$ cat src/rtl/am25ls_modcnt.sv
// Programmable-modulus up/down counter with loadable limit, cascade carry-out and registered wrap pulse.
// Latency: q/lim/wrap update on the sampling edge (1 cycle); co is combinational from q/lim/up/t.
// Backpressure: none; p&&t gate counting each edge, load_ and clr take precedence.
// Optional build macro AM25LS_MODCNT_SAT_EN: saturate at the terminal state instead of wrapping (wrap stays 0).
module am25ls_modcnt #(
    parameter int WIDTH = 4
) (
    input  logic             cp,
    input  logic             clr,
    input  logic [WIDTH-1:0] din,
    input  logic [WIDTH-1:0] lim_din,
    input  logic             load_,
    input  logic             lim_ld_,
    input  logic             p,
    input  logic             t,
    input  logic             up,
    output logic [WIDTH-1:0] q,
    output logic [WIDTH-1:0] lim,
    output logic             co,
    output logic             wrap
);

    logic             at_lim;
    logic             at_zero;
    logic             term;
    logic             count_en;
    logic [WIDTH-1:0] q_inc;
    logic [WIDTH-1:0] q_dec;
    logic [WIDTH-1:0] q_nxt;
    logic             wrap_nxt;

    // Terminal-state detection: up terminates at the limit, down terminates at zero.
    always_comb begin
        at_lim  = (q == lim);
        at_zero = (q == '0);
        term    = up ? at_lim : at_zero;
    end

    // Cascade output ignores p/load_/clr so a chain ripples on t alone.
    assign co = t && term;

    // Count steps only when not loading; plain modulo-2^WIDTH arithmetic lets a
    // value above the limit run on to all-ones and roll to 0 without a wrap.
    assign count_en = load_ && p && t;
    assign q_inc    = q + WIDTH'(1);
    assign q_dec    = q - WIDTH'(1);

    // Next counter value and wrap decision, always against the pre-edge limit.
    always_comb begin
        q_nxt    = q;
        wrap_nxt = 1'b0;
        if (!load_) begin
            q_nxt = din;
        end else if (count_en) begin
`ifdef AM25LS_MODCNT_SAT_EN
            if (!term) begin
                q_nxt = up ? q_inc : q_dec;
            end
`else
            if (term) begin
                q_nxt    = up ? '0 : lim;
                wrap_nxt = 1'b1;
            end else begin
                q_nxt = up ? q_inc : q_dec;
            end
`endif
        end
    end

    // Counter and wrap registers; clr overrides every other control.
    always_ff @(posedge cp) begin
        if (clr) begin
            q    <= '0;
            wrap <= 1'b0;
        end else begin
            q    <= q_nxt;
            wrap <= wrap_nxt;
        end
    end

    // Limit register loads independently of the counter controls.
    always_ff @(posedge cp) begin
        if (clr) begin
            lim <= '1;
        end else if (!lim_ld_) begin
            lim <= lim_din;
        end
    end

endmodule

$ cat config.mk
export PLATFORM = sky130hd
export DESIGN_NAME = am25ls_modcnt
export DESIGN_NICKNAME = d
export VERILOG_FILES = /design/src/rtl/am25ls_modcnt.sv
export SDC_FILE = /design/constraint.sdc
export NUM_CORES = 1
export LEC_CHECK = 0
export BUFFER_PORTS_ARGS = -buffer_cell sky130_fd_sc_hd__clkbuf_2
export CORE_AREA = 2 2 39 41
export CTS_CLUSTER_SIZE = 40
export DETAILED_ROUTE_END_ITERATION = 16
export DIE_AREA = 0 0 41 43
export HOLD_SLACK_MARGIN = 0.03
export PLACE_DENSITY_LB_ADDON = 0.05
export SYNTH_ARGS = -nofsm -noshare
export SYNTH_HDL_FRONTEND = slang
export SYNTH_SLANG_ARGS = --single-unit
$ cat constraint.sdc
create_clock -name cp -period 3.1 [get_ports cp]
set_input_delay 0.155 -clock cp [delete_from_list [all_inputs] [get_ports cp]]
set_output_delay 0.155 -clock cp [all_outputs]
set_load 0.01 [all_outputs]
Word-level counts from Yosys, hierarchy flattened
Index checks and enable logic that the tools add are counted.

Reduce and logical (&&, ||, !) cells: 5. Mux-type cells: 7. Bitwise gates (word level): 2. Equality and inequality tests: 2. Add/sub/neg operators: 2.

Operator list (count): $mux 4 (5); $add 4x1->4 const B (1); $eq 4x4->1 (1); $logic_not 4->1 (1); $sub 4x1->4 const B (1); $logic_and 1x1->1 (3); $reduce_or 3->1 (1); $mux 1 (2); $ne 2x1->1 const B (1); $not 1->1 (2).

Register bits: 9. Output and inout bits: 10. Bits of input ports: 15. Word-level logic and storage cells: 21.

Depth between registers and ports, before layout
Depth in word-level cells: 5. Mapped depth: 6. Mapped depth without buffers: 6.

Least setup slack after synthesis
OpenSTA, ideal clock, no wires.

Path kind: register -> output. Start: reg q[0]. End: out co. Buffers on the path: 0. Cell stages (with the launch flop): 5. Required time: 2945 ps. Arrival: 1338 ps. Path slack: 1607 ps. Cells stage by stage: dfxtp_1 or4_4 nand2b_4 o21ai_2 and2_1.

Cells in the longest elaborated chain, start to end: 3. Elaborated cells between the ends (all ways): 4. Classes of those cells: eq/ne (1); mux (1); reduce/logical (2).

RTL lines: start: declaration (RTL line 17) `output logic [WIDTH-1:0] q,`; start signal: assignment (RTL line 76) `q <= q_nxt;`; $eq 4x4->1 or $logic_not 4->1 (tied branches) (RTL line 34, 35); $mux 1 * (RTL line 36) `term = up ? at_lim : at_zero;`; $logic_and 1x1->1 * (RTL line 40) `assign co = t && term;`; end: declaration (RTL line 19) `output logic co,`.

Mark *: on every way between the ends. The rest lies on a longest branch, timed or not.

Worst setup path in the final report
Ends and elaborated chain as after synthesis.

==> run metrics <==
clock skew=~0.0012 ns; post-synthesis cell type count=31; Worst Hold Class=input pin to flip-flop; adder-cell share of the synthesized area=7.30%; main combinational cell family by area after synthesis=compound AO/OA/AOI/OAI gates; Final Critical Period=1.87 ns; die area=about 1800 um^2; Routability Congestion=roughly 0.75; critical path startpoint category=flip-flop; endpoints failing hold=0; gr usage total=between 10% and 20%; measured slew at the worst slew-check pin=0.294 ns; Setup CP Type=flip-flop to primary output; compound-gate portion of the synthesized area=about 25%; router iterations before antenna repair=2; slowest CP cell=or4_4; CP Capture Type=primary output; Synth warnings=0; final instance area=approximately 760 um^2; Slew headroom=between 80% and 90%; FMAX=about 530 MHz; Post-CTS Setup Inserts=0; mux cell area share after synthesis=~1.6%; pre-CTS WS=approximately 1.5 ns; Synth-to-Final Area Change=23.9%; Mapped Area=roughly 620 um^2; first-pass GRT wire length=around 2200 um; vias in the first global route=roughly 500; Critical Path Max Stage Delay=roughly 0.57 ns; Post-Synth XOR/XNOR Area=under 10%; Leak Pwr=0.347 nW; Final WS setup=between 1 and 1.5 ns; DRT antenna net count=0; routed len/inst=approximately 12 um; largest net degree at the start of global routing=10; Util after Layout=55.2%; Syn Inst Count=65; placed cell areas=738 um^2; status=finished, final reports clean; CTS H-tree lvls=1; clk_lat worst skew=~0.26 ns; fin crit share=approximately 60%; CP max FO=6; IO Count=25; CP Data Required Time=2.94 ns; Initial Util=~45%; final instance count without filler cells=~110; WP data arrival=between 1.5 and 2 ns; # DRC=0; number of max-cap violations=0; Pwr Total=about 0.34 mW; simple-gate share of the synthesized area=22.5%; initial antenna violation count=0; CTS resizes=0; Worst-path clk slew=0.07 ns; Seq/Total Area, Yosys=between 20 and 30%; row count=14; Setup violations, final=0; syn_area_per_cell=approximately 9.5 um^2; pwr dens=~440 nW/um^2; Vias=~570; core area=1380 um^2; # nets final=110; Post-CTS Hold Fix Bufs=0; layout cells sized above 1=between 30% and 40%; Slew Limit Fails=0; Cells after DPL=103; clk sinks=9; total congestion overflow=0; Clk Tree Root Cell=clkbuf_4; Fin Setup TNS=0 ns; CTS tree=built; clk buf depth=2; final WL=about 1300 um; # fillers=between 100 and 150; Num CTS Buffers=3; VDD IR-drop max=0.195 mV; #FFs+latches synth=9; most common cell after layout, fill and taps aside=clkbuf_2; delay-heaviest family, CP=simple AND/OR/NAND/NOR gates; worst hold slack=a little under 0.2 ns; Synthesized Nets=83; CP Buf/Inv Count=1; most frequent cells in the layout=24 x clkbuf_2, 9 x dfxtp_1, 5 x a21oi_1; Critical Path, Cell by Cell=or4_4 > nand2b_4 > o21ai_2 > and2_1 > clkbuf_2; post-DP HPWL=approximately 1000 um; unrepaired setup endpoints after global routing=false; die height=around 43 um; number of synthesized flops with an enable pin=0; Vias/cell=~5.4; Top FF cell, synth=dfxtp_1; number of DRC markers in iteration 0=2; PortBufs=24; die width=~41 um; antenna fix cells=0; Post-synth ARST share=0%
-- layout make-up --
cell class                      count  area, um^2  area share, %
Multi-Input combinational cell     50         403           52.7
Sequential cell                     9         180           23.6
Timing Repair Buffer               24         120           15.7
Clock buffer                        4        26.3           3.44
Tap cell                           16        20.0           2.62
Inverter                            4        15.0           1.96
-- path summary, 6_finish.rpt --
path / start / endpoint / slack, ns / cells past startpoint
worst max-delay path: q[0]$_SDFFE_PP0P_ / co / 1.23 / 5
worst min-delay path: din[2] / q[2]$_SDFFE_PP0P_ / 0.19 / 3
worst max register to register: q[0]$_SDFFE_PP0P_ / q[1]$_SDFFE_PP0P_ / 1.62 / 4
worst min register to register: lim[0]$_SDFFE_PP1N_ / lim[0]$_SDFFE_PP1N_ / 0.55 / 1
-- worst register-to-register path: cells and delay by family, from the launching register on --
family,cells,cell delay (ns)
flip-flops,1,0.38
AO/OA/AOI/OAI,2,0.32
AND/OR/NAND/NOR,2,0.70
-- flip-flops by register name, summed over array words and instances, names as in the netlist --
register	flops
lim	4
q	4
wrap	1
-- metal layers --
layer,part of all wire [%],global-route usage [%],vias up
met3,4.3,4.71,0
met2,47,26.3,13
li1,-,-,296
met5,0,0,-
met4,0,6.00,0
met1,49,25.9,265
-- power by group --
part,switching [mW],total [mW],internal (mW)
combinational,0.0511,0.101,0.0500
sequential,0.0164,0.142,0.125
clock,0.0457,0.0954,0.0497
total,0.113,0.338,0.225
-- logic make-up (layout without fill, tap and decap cells) --
logic type	Yosys count	in the layout
xor gates and xnor gates	6	6
muxes	1	1
adders and majority gates	3	3
and+or+nand+nor	19	19
DFF	9	9
AOI/OAI and AO/OA	21	21
buffers and inverters	6	32
-- cells in the mapped netlist, types with 2 or more instances --
cell      number  share of area (%)
xor2_1         2                2.8
a21oi_1        5                4.1
o211ai_1       3                3.7
nor2b_1        4                4.1
nor2_1         2                1.2
nand3b_1       2                2.4
nand3_1        3                2.4
xnor2_1        4                5.7
o21ai_0        3                2.4
a211o_1        4                5.7
ha_1           2                4.1
dfxtp_1        9                 29
inv_1          4                2.4
Note: power is estimated with default switching activity, not from simulation.
